## src/rtl/lattice_pkg.sv

```systemverilog
// Shared types and helpers for the 8x8 LED lattice scan controller.
package lattice_pkg;

  localparam int ROWS_N  = 8;
  localparam int COLS_N  = 8;
  localparam int FRAME_W = 64;

  typedef enum logic {
    ST_BLANK = 1'b0,
    ST_SHOW  = 1'b1
  } scan_state_t;

  // Byte r of the frame holds the column bits of row r.
  function automatic logic [COLS_N-1:0] row_byte(input logic [FRAME_W-1:0] frame,
                                                 input logic [2:0] row);
    return frame[row*COLS_N +: COLS_N];
  endfunction

endpackage

```

## src/rtl/lattice_frame_buf.sv

```systemverilog
// Double frame buffer: pending register filled by the source, active register
// loaded from pending only when the scanner signals a frame boundary.
module lattice_frame_buf
  import lattice_pkg::*;
(
  input  logic               CLK,
  input  logic               RESET_N,
  input  logic [FRAME_W-1:0] FRAME_DATA,
  input  logic               FRAME_VALID,
  output logic               FRAME_READY,
  input  logic               SWAP,
  output logic [FRAME_W-1:0] ACTIVE
);

  logic [FRAME_W-1:0] pending_q;
  logic               pending_full_q;
  logic               pending_full_d;
  logic               accept;
  logic               do_swap;

  // A frame transfers on a rising CLK edge where FRAME_VALID and FRAME_READY
  // are both high; FRAME_READY is registered (~pending_full) and the source
  // must hold FRAME_DATA stable while FRAME_VALID is high and READY is low.
  assign accept  = FRAME_VALID & FRAME_READY;
  assign do_swap = SWAP & pending_full_q;

  always_comb begin
    pending_full_d = pending_full_q;
    if (do_swap) begin
      pending_full_d = 1'b0;
    end else if (accept) begin
      pending_full_d = 1'b1;
    end
  end

  always_ff @(posedge CLK or negedge RESET_N) begin
    if (!RESET_N) begin
      pending_q      <= '0;
      pending_full_q <= 1'b0;
      FRAME_READY    <= 1'b0;
      ACTIVE         <= '0;
    end else begin
      pending_full_q <= pending_full_d;
      FRAME_READY    <= ~pending_full_d;
      if (accept) begin
        pending_q <= FRAME_DATA;
      end
      if (do_swap) begin
        ACTIVE <= pending_q;
      end
    end
  end

endmodule

```

## src/rtl/lattice_scan_ctrl.sv

```systemverilog
// Row-multiplexed scanner for an 8x8 LED lattice with tear-free frame swaps.
// Optional macro LATTICE_PWM_EN adds BRIGHTNESS[2:0] column duty control.
module lattice_scan_ctrl
  import lattice_pkg::*;
#(
  parameter int   DWELL_TICKS = 8,
  parameter int   BLANK_TICKS = 1,
  parameter logic ROW_POL     = 1'b1,
  parameter logic COL_POL     = 1'b0
) (
  input  logic               CLK,
  input  logic               RESET_N,
  input  logic               TICK,
  input  logic [FRAME_W-1:0] FRAME_DATA,
  input  logic               FRAME_VALID,
  output logic               FRAME_READY,
  input  logic               OE,
`ifdef LATTICE_PWM_EN
  input  logic [2:0]         BRIGHTNESS,
`endif
  output logic [ROWS_N-1:0]  ROWS,
  output logic [COLS_N-1:0]  COLUMNS,
  output logic               FRAME_START,
  output logic [3:0]         DBG_STATE
);

  localparam logic [7:0] DWELL_LAST = 8'(DWELL_TICKS - 1);
  localparam logic [7:0] BLANK_LAST = (BLANK_TICKS == 0) ? 8'd0 : 8'(BLANK_TICKS - 1);
  localparam bit         NO_BLANK   = (BLANK_TICKS == 0);

  scan_state_t        state_q, state_d;
  logic [2:0]         row_q, row_d;
  logic [7:0]         cnt_q, cnt_d;
  logic               boundary, boundary_q;
  logic [FRAME_W-1:0] active;
  logic               col_on;
  logic               lit;
  logic [ROWS_N-1:0]  row_sel;
  logic [COLS_N-1:0]  col_bits;
  logic [ROWS_N-1:0]  rows_d;
  logic [COLS_N-1:0]  cols_d;

  lattice_frame_buf u_frame_buf (
    .CLK         (CLK),
    .RESET_N     (RESET_N),
    .FRAME_DATA  (FRAME_DATA),
    .FRAME_VALID (FRAME_VALID),
    .FRAME_READY (FRAME_READY),
    .SWAP        (boundary),
    .ACTIVE      (active)
  );

  always_ff @(posedge CLK or negedge RESET_N) begin
    if (!RESET_N) begin
      state_q    <= ST_BLANK;
      row_q      <= 3'd0;
      cnt_q      <= 8'd0;
      boundary_q <= 1'b0;
    end else begin
      state_q    <= state_d;
      row_q      <= row_d;
      cnt_q      <= cnt_d;
      boundary_q <= boundary;
    end
  end

  // In BLANK, row_q already names the row that will be shown next.
  always_comb begin
    state_d  = state_q;
    row_d    = row_q;
    cnt_d    = cnt_q;
    boundary = 1'b0;
    if (TICK) begin
      if (state_q == ST_SHOW) begin
        if (cnt_q == DWELL_LAST) begin
          cnt_d = 8'd0;
          row_d = row_q + 3'd1;
          if (NO_BLANK) begin
            boundary = (row_q == 3'd7);
          end else begin
            state_d = ST_BLANK;
          end
        end else begin
          cnt_d = cnt_q + 8'd1;
        end
      end else begin
        if (cnt_q == BLANK_LAST) begin
          cnt_d    = 8'd0;
          state_d  = ST_SHOW;
          boundary = (row_q == 3'd0);
        end else begin
          cnt_d = cnt_q + 8'd1;
        end
      end
    end
  end

`ifdef LATTICE_PWM_EN
  logic [2:0] bright_q;

  always_ff @(posedge CLK or negedge RESET_N) begin
    if (!RESET_N) begin
      bright_q <= 3'd7;
    end else if (boundary) begin
      bright_q <= BRIGHTNESS;
    end
  end

  assign col_on = ({1'b0, cnt_q, 3'b000}) < ((12'(bright_q) + 12'd1) * 12'(DWELL_TICKS));
`else
  assign col_on = 1'b1;
`endif

  always_comb begin
    lit      = (state_q == ST_SHOW) & OE;
    row_sel  = 8'b1 << row_q;
    col_bits = row_byte(active, row_q);
    rows_d   = {ROWS_N{~ROW_POL}};
    cols_d   = {COLS_N{~COL_POL}};
    if (lit) begin
      rows_d = ROW_POL ? row_sel : ~row_sel;
      if (col_on) begin
        cols_d = COL_POL ? col_bits : ~col_bits;
      end
    end
  end

  // Pins lag the scan state by one cycle so they come straight from flops.
  always_ff @(posedge CLK or negedge RESET_N) begin
    if (!RESET_N) begin
      ROWS        <= {ROWS_N{~ROW_POL}};
      COLUMNS     <= {COLS_N{~COL_POL}};
      FRAME_START <= 1'b0;
    end else begin
      ROWS        <= rows_d;
      COLUMNS     <= cols_d;
      FRAME_START <= boundary_q;
    end
  end

  assign DBG_STATE = {state_q, row_q};

endmodule
```

## config.mk

```make
export PLATFORM = sky130hd
export DESIGN_NAME = lattice_scan_ctrl
export DESIGN_NICKNAME = d
export VERILOG_FILES = /design/src/rtl/lattice_pkg.sv /design/src/rtl/lattice_frame_buf.sv /design/src/rtl/lattice_scan_ctrl.sv
export SDC_FILE = /design/constraint.sdc
export NUM_CORES = 1
export LEC_CHECK = 0
export CAP_MARGIN = 15
export CORE_ASPECT_RATIO = 1.25
export CORE_MARGIN = 1.5
export CORE_UTILIZATION = 49
export CTS_CLUSTER_SIZE = 16
export DETAILED_ROUTE_END_ITERATION = 8
export HOLD_SLACK_MARGIN = 0.05
export PLACE_DENSITY = 0.75
export SLEW_MARGIN = 20
export SYNTH_ARGS = -nofsm -noshare
export SYNTH_HDL_FRONTEND = slang
export SYNTH_SLANG_ARGS = --single-unit
```

## constraint.sdc

```tcl
create_clock -name CLK -period 2.38 [get_ports CLK]
set_input_delay 0.595 -clock CLK [delete_from_list [all_inputs] [get_ports CLK]]
set_output_delay 0.595 -clock CLK [all_outputs]
set_load 0.01 [all_outputs]
```

# Word-level counts from Yosys, hierarchy flattened
# Cells that the tools add are included.
dict set report op_classes {
  eq_ne 1
  add_sub_neg 2
  shifts 2
  bitwise_logic 5
  mux 13
  n_reduce_logical 3
}
# op n
set ops {}
lappend ops {{indexed part select 64 x 7 -> 8 bit} 1}
lappend ops {{2-to-1 mux 8 bit} 5}
lappend ops {{adder 8 x 1 -> 8 bit (second input constant)} 1}
lappend ops {{== test 8 x 3 -> 1 bit (second input constant)} 1}
lappend ops {{zero test 8 bit} 1}
lappend ops {{2-to-1 mux 1 bit} 8}
lappend ops {{inverter 8 bit} 1}
lappend ops {{left shift 1 x 3 -> 8 bit (first input constant)} 1}
lappend ops {{adder 3 x 1 -> 3 bit (second input constant)} 1}
lappend ops {{bitwise AND 1 bit} 3}
lappend ops {{zero test 3 bit} 1}
lappend ops {{AND reduction 3 bit} 1}
lappend ops {{inverter 1 bit} 1}
dict set report word_totals {
  regBits 160
  elab_cells 37
  input_bits 69
}

# Logic depth before layout (Yosys ltp)
# Gate-level depths: netlist of the first run.
dict set report logic_depth {
  depth_word 7
  ltp_mapped 9
  ltp_nobuf 5
}

# Hierarchy
# A second synthesis of the first run with hierarchy kept.
dict set report hier_totals {
  cells_unflattened 445
  hier_area_um2 6675.2
}
# mod area_per_inst_um2 cells_each instances
set modules_own_cells {}
lappend modules_own_cells {lattice_frame_buf 4892.2 275 1}
lappend modules_own_cells {lattice_scan_ctrl 1783.0 170 1}

# Least setup slack after synthesis of the first run
# Ideal clock, no wire load.
dict set report synth_path {
  path_kind {flip-flop to flip-flop}
  startpoint {register row_q[1]}
  endpoint {register u_frame_buf.ACTIVE[25]}
  period_less_slack_ns 2.398
  setup_ns 0.127
  path_stages_with_launch 10
  setup_slack_ns -0.018
  n_path_buf 4
  t_required_ns 2.253
  arrival_ns 2.270
  path_cell_list {dfrtp_1 clkbuf_1 clkbuf_1 inv_1 ha_1 nand3b_1 nor4_4 buf_4 buf_6 mux2_1}
}
dict set report synth_via {
  elab_chain_cells 5
}
# element line
set synth_rtl {}
lappend synth_rtl {{start, declared} lattice_scan_ctrl.sv:32} ;# logic [2:0] row_q, row_d;
lappend synth_rtl {{start signal, assigned} lattice_scan_ctrl.sv:61} ;# row_q <= row_d;
lappend synth_rtl {{zero test 3 bit} lattice_scan_ctrl.sv:90} ;# boundary = (row_q == 3'd0);
lappend synth_rtl {{2-to-1 mux 1 bit} lattice_scan_ctrl.sv:87} ;# if (cnt_q == BLANK_LAST) begin
lappend synth_rtl {{2-to-1 mux 1 bit} lattice_scan_ctrl.sv:74} ;# if (state_q == ST_SHOW) begin
lappend synth_rtl {{2-to-1 mux 1 bit} lattice_scan_ctrl.sv:73} ;# if (TICK) begin
lappend synth_rtl {{bitwise AND 1 bit} lattice_frame_buf.sv:25} ;# assign do_swap = SWAP & pending_full_q;
lappend synth_rtl {{end signal, assigned} lattice_frame_buf.sv:49} ;# ACTIVE <= pending_q;
lappend synth_rtl {{end, declared} lattice_frame_buf.sv:12} ;# output logic [FRAME_W-1:0] ACTIVE
# No other way between the ends.
# A chain may end at the register's enable or synchronous reset.

# Worst setup path in the final report of the first run
dict set report layout_path {
  startpoint {register row_q[1]}
  endpoint {output port DBG_STATE[1]}
}
# element line
set layout_lines {}
lappend layout_lines {{end, declared} lattice_scan_ctrl.sv:24} ;# output logic [3:0] DBG_STATE
# No word-level cell between the ends.

==> flow_summary.yaml, run 1 <==
critical_path:
  crit_path_end_kind: "primary output"
  cp.arrival_ps: 1640
  path_cells: "buf_4 -> clkdlybuf4s50_1"
  cp_max_fo: 16
  crit_path_top_delay_cell: "clkdlybuf4s50_1"
  rrSetupSlack_ps: 180
  worst-setup-path-type: "reg2out"
  startpoint_type: "register"
  slowest_delay_ps: 590
  ff2ff_path_depth: 5
  required_ps: 1780
power:
  power.density_mw_per_mm2: 1007
  p_int_w: 0.006069
  switchingPower_w: 0.002360
  leakage_nw: 3.767
  p_seq_frac: 0.458
  power_frac_comb: 0.220
  pwr-share-clk: 0.322
  vdd_ir_drop_max_uv: 554.9
  p_sw_frac: 0.2800
layout:
  syn_to_final_growth_pct: 27.54
  design_area_mm2: 0.008368
  final_util: 0.6353
  drive_gt1_frac: 0.2790
  fillers: 1012
  nets: 616
  n_antenna_cell: 0
  final-seq-area_mm2: 0.004015
  multiInputGateArea_mm2: 0.002397
sta:
  min_period_ps: 2238
  fin_skew_ps: 11.10
  relSlewSlack: 0.6352
  min_period_over_period: 0.9404
  setup_viol: 0
  grt_setup_unrepaired: "no"
  worstMarginPinSlew_ps: 546.1
  fmax_mhz: 446.8
  fin_hold_ws_ps: 143.7
  drv_slew: 0
  final_hold_viol_count: 0
  setup_tns_ps: 0
floorplan:
  die_width_um: 106.5
  die-height_um: 132.4
  core-area_mm2: 0.01317
  dieArea_mm2: 0.01410
  rows: 47
  start_util: 0.4981
  ioPinCount: 91
yosys:
  ys_seq_area_frac: 0.6117
  ys_seq_elements: 160
  synth.largest_area_cell: "dfrtp_1"
  syn_avg_cell_area_um2: 14.98
  synthTopCellsByArea: "dfrtp_1 58%, mux2_2 16%, mux2_1 6.5%"
  synth_top_flop_cell: "dfrtp_1"
  yosysWarnings: 0
  syn_inst: 438
  async_reset_ff_frac: 1.000
  syn_nets: 515
  yosysTopAreaCellShare: 0.5797
  syn-cell-area_mm2: 0.006561
  synth.distinct_cells: 35
  synth_edf_count: 0
clock_tree:
  cts_made_buffers: 17
  h-tree-depth: 4
  clk_latency_ps: 420
  postCtsResizedCells: 0
  cts_tree: "yes"
  holdBufCountCts: 0
  cts_root_buffer: "clkbuf_16"
  cts_sinks: 160
  cts_buffer_depth: 2
  post_cts_buffers: 0
  cts.reportedPaths.clkPinSlew_ps: 60
global_route:
  overflow: 0
  antenna_found_initial: 0
  grt_max_degree: 66
  first_global_vias: 4108
  grt_usage: 0.1910
  grt_pass1_wl_mm: 20.60
worst_hold_path:
  hold_path_class: "in2async"
placement:
  io_buffers: 90
  postPlaceCellArea_mm2: 0.007760
  gp_congestion: 0.8150
  hpwl_mm: 8.838
detailed_routing:
  ant_nets: 0
  totalWireLength_mm: 12.58
  firstDrtPassIters: 6
  wl_per_cell_um: 17.40
  drc: 0
  num_vias: 3828
  vias_per_cell: 5.295
  first_iter_violations: 116
status:
  status: "finished, final reports clean"
job:
  cap_violations: 0
==> path summary, 6_finish.rpt <==
kind	from	end
min in group CLK	boundary_q	FRAME_START
setup reg to reg	cnt_q[4]	u_frame_buf.ACTIVE[54]
setup / recovery	row_q[1]	DBG_STATE[1]
hold / removal	RESET_N	u_frame_buf.pending_q[56]
hold reg to reg	boundary_q	FRAME_START
max in group asynchronous	RESET_N	u_frame_buf.pending_q[43]
==> placed cells by master (no fill, tap or decap), drive strengths merged, types with 6 or more instances in the layout <==
cell type | Yosys | layout
dfrtp | 152 | 152
mux2 | 129 | 129
clkdlybuf4s50 | 0 | 89
mux2i | 33 | 33
clkbuf | 15 | 19
buf | 10 | 18
a22oi | 16 | 16
nand3 | 11 | 11
and3 | 9 | 9
inv | 5 | 9
dfstp | 8 | 8
ha | 8 | 8
nand2 | 6 | 6
xnor2 | 6 | 6
==> power by group through the flow <==
stage | clock [W] | sequential [W] | combinational [W]
2_1_floorplan | 0 | 0.00375 | 0.00122
3_3_place_gp | 0 | 0.00388 | 0.00178
5_1_grt | 0.00290 | 0.00395 | 0.00201
3_5_place_dp | 0 | 0.00392 | 0.00185
4_1_cts | 0.00277 | 0.00387 | 0.00185
6_report | 0.00272 | 0.00386 | 0.00185
==> final cells by class <==
class,count,area share
inverter,5,0.002243
sequential,160,0.4798
tap,171,0.02557
clock buffer,19,0.05413
timing repair buffer,107,0.1335
multi-input combinational,248,0.2865
clock inverter,13,0.01824
==> routing by layer <==
layer,up-vias,share of wire,global-route usage
li1,1769,-,-
met1,1963,0.41,0.2270
met2,83,0.54,0.3416
met3,13,0.040,0.04498
met4,0,0.012,0.05852
met5,-,0,0
==> registers in the layout, summed over array words and instances, names as in the netlist, 3 cells and up <==
register	flops
u_frame_buf.ACTIVE	64
u_frame_buf.pending_q	64
COLUMNS	8
ROWS	8
cnt_q	8
row_q	3
==> cell families (layout without fill, tap and decap cells) <==
kind of cell | Yosys count | in the layout | share of synthesized area
flip-flops | 160 | 160 | 0.6117
XOR/XNOR | 6 | 6 | 0.008009
multiplexers | 162 | 162 | 0.2717
AND/OR/NAND/NOR | 48 | 48 | 0.04310
adder cells (fa/ha/maj) | 8 | 8 | 0.01526
buffers and inverters | 30 | 144 | 0.02345
AO/OA/AOI/OAI | 24 | 24 | 0.02670
==> stage by stage <==
stage / total power (W) / worst slack, ps / instances
finish: 0.008430 / 142.0 / 723
global route: 0.008862 / 79.65 / 723
CTS: 0.008499 / 24.63 / 723
detailed placement: 0.005767 / -2.492 / 691
global placement: 0.005659 / 2.649 / 691
floorplan: 0.004964 / 147.9 / 438
==> Yosys cell counts (6+ instances only) <==
master	count
ha_1	8
clkbuf_1	15
nand3_1	11
mux2_1	38
nand2_1	6
dfrtp_1	152
xnor2_1	6
mux2_2	91
mux2i_1	33
and3_1	9
a22oi_1	16
dfstp_2	8
==> worst max-delay path: cells and delay by family, from the launching register on <==
kind | cells | cell delay [ps]
buffers and inverters | 2 | 870
DFF | 1 | 360
(Power assumes the default switching activity.)
==> inputs of run 2 (changes only) <==
--- a/config.mk
+++ b/config.mk
@@ -5,8 +5,7 @@
 export SDC_FILE = /design/constraint.sdc
 export NUM_CORES = 1
 export LEC_CHECK = 0
-export CAP_MARGIN = 15
-export CORE_ASPECT_RATIO = 1.25
+export CORE_ASPECT_RATIO = 1.75
 export CORE_MARGIN = 1.5
 export CORE_UTILIZATION = 49
 export CTS_CLUSTER_SIZE = 16
==> run 2 against run 1 <==
  * Sequential power barely moved
  * Clock skew shrank 4.1 ps
  * Sequential cell count unchanged
  * Via count rose by 0.26%
  * Critical path type is now reg2reg
  * Critical endpoint is now u_frame_buf.ACTIVE[41]
  * Largest cell class unchanged
  * Largest power group unchanged
  * Highest routed layer unchanged
==> flow_summary.yaml, run 2 (synthesized netlist as in run 1, its figures left out) <==
status:
  status: "finished, final reports clean"
critical_path:
  startpoint_type: "register"
  cp.arrival_ps: 2530
  worst-setup-path-type: "reg2reg"
  cp_max_fo: 18
  required_ps: 2660
  crit_path_end_kind: "register"
  rrSetupSlack_ps: 130
layout:
  nets: 621
  final_common_cell: "dfrtp_1"
  n_antenna_cell: 0
  fillers: 958
  drive_gt1_frac: 0.2806
  largestRegisters: "u_frame_buf.ACTIVE: 64 flops, u_frame_buf.pending_q: 64 flops"
  stdcell_count: 727
  syn_to_final_growth_pct: 27.90
  design_area_mm2: 0.008392
  final_cell_mix: "151 x dfrtp_1, 91 x mux2_2, 89 x clkdlybuf4s50_1"
sta:
  fin_skew_ps: 6.967
  worstMarginPinSlew_ps: 614.7
  min_period_ps: 2246
  min_period_over_period: 0.9437
  drv_slew: 0
  relSlewSlack: 0.5902
  setup_viol: 0
  fmax_mhz: 445.3
  grt_setup_unrepaired: "no"
  final_hold_viol_count: 0
global_route:
  use_met2: 0.3570
  first_global_vias: 4061
  antenna_found_initial: 0
  top_usage_layer: "met2"
  grt_usage: 0.1939
  overflow: 0
  grt_pass1_wl_mm: 20.64
  grt_max_degree: 79
  met3_usage: 0.03996
  gr-usage-met1: 0.2126
floorplan:
  core-area_mm2: 0.01301
  rows: 55
  die-height_um: 156.1
  start_util: 0.5045
  dieArea_mm2: 0.01412
  die_width_um: 90.48
  ioPinCount: 91
detailed_routing:
  drc: 0
  num_vias: 3838
  wl_per_cell_um: 17.58
  totalWireLength_mm: 12.78
  vias_per_cell: 5.279
  first_iter_violations: 186
  firstDrtPassIters: 4
  ant_nets: 0
job:
  cap_violations: 0
clock_tree:
  h-tree-depth: 4
  cts_root_buffer: "clkbuf_16"
  cts_tree: "yes"
  clk_latency_ps: 410
  cts_made_buffers: 17
  cts_buffer_depth: 2
  cts_sinks: 160
  cts.reportedPaths.clkPinSlew_ps: 60
power:
  pwr-share-clk: 0.319
  leakage_nw: 3.784
  power.density_mw_per_mm2: 999.3
  switchingPower_w: 0.002299
  power_w: 0.008386
  vdd_ir_drop_max_uv: 484.5
  power_frac_comb: 0.219
  p_seq_frac: 0.463
  p_sw_frac: 0.2742
  p_int_w: 0.006086
worst_hold_path:
  hold_path_class: "reg2reg"
placement:
  hpwl_mm: 8.848
  numPlacedInstances: 688
  gp_congestion: 0.8303
  io_buffers: 90
  postPlaceCellArea_mm2: 0.007737
run 2: changes by cell type in the layout (fill, tap and decap cells not counted), sizes merged:
cell	before	now
clkinvlp	3	5
inv	9	5
clkinv	4	2
clkbuf	19	22
dlygate4sd3	0	1
buf	18	22
run 2: worst paths after layout:
path                       startpoint  cells past startpoint                        end
hold reg to reg            boundary_q                      0                FRAME_START
setup / recovery             cnt_q[0]                      7     u_frame_buf.ACTIVE[41]
min in group asynchronous     RESET_N                      2  u_frame_buf.pending_q[57]
max in group asynchronous     RESET_N                      3   u_frame_buf.pending_q[2]
hold / removal             boundary_q                      0                FRAME_START
setup reg to reg             cnt_q[0]                      7     u_frame_buf.ACTIVE[41]
run 2: stage by stage:
| stage | util | hold slack [ps] | worst slack (ps) | setup TNS, ps |
|---|---|---|---|---|
| 2_1_floorplan | - | 299.4 | 147.9 | 0 |
| 3_5_place_dp | 0.5949 | 334.7 | -39.24 | -680.0 |
| 6_report | 0.6452 | 347.3 | 134.1 | 0 |
| 5_1_grt | 0.6452 | 372.3 | 7.080 | 0 |
| 3_3_place_gp | 0.5949 | 332.5 | -20.06 | -613.1 |
| 4_1_cts | 0.6412 | 348.1 | 16.25 | 0 |
run 2: metal layers:
layer	wire, um	part of all wire
met1	4734	0.37
met2	7301	0.57
met3	448	0.035
met4	300	0.023
met5	0	0
run 2: repair_timing:
item,CTS,global route
endpoints found under the hold margin,23,0
resized for setup,0,0
setup buffers,0,7
hold buffers,1,0
endpoints found under the setup margin,0,52
run 2: area by class of cell:
type                            instances  area (um2)  share of cell area
Tap cell                              171       214.0             0.02550
Timing Repair Buffer                  112        1157              0.1379
Multi-Input combinational cell        248        2395              0.2854
Inverter                                5       18.77            0.002236
Clock buffer                           22       484.2             0.05770
Clock inverter                          9       107.6             0.01282
Sequential cell                       160        4015              0.4785
run 2: critical path, cell delays in order, from the launching register on:
cell     delay [ps]
dfrtp_1         410
inv_1            80
ha_1            170
or3b_2          530
nor4_4          210
buf_12          200
buf_12          160
mux2_1          350
run 2: power groups by stage:
stage,registers (W),clock network (W),logic [W]
6_report,0.00388,0.00267,0.00184
5_1_grt,0.00396,0.00283,0.00200
4_1_cts,0.00389,0.00271,0.00185
3_5_place_dp,0.00393,0,0.00184
3_3_place_gp,0.00390,0,0.00177
2_1_floorplan,0.00375,0,0.00122
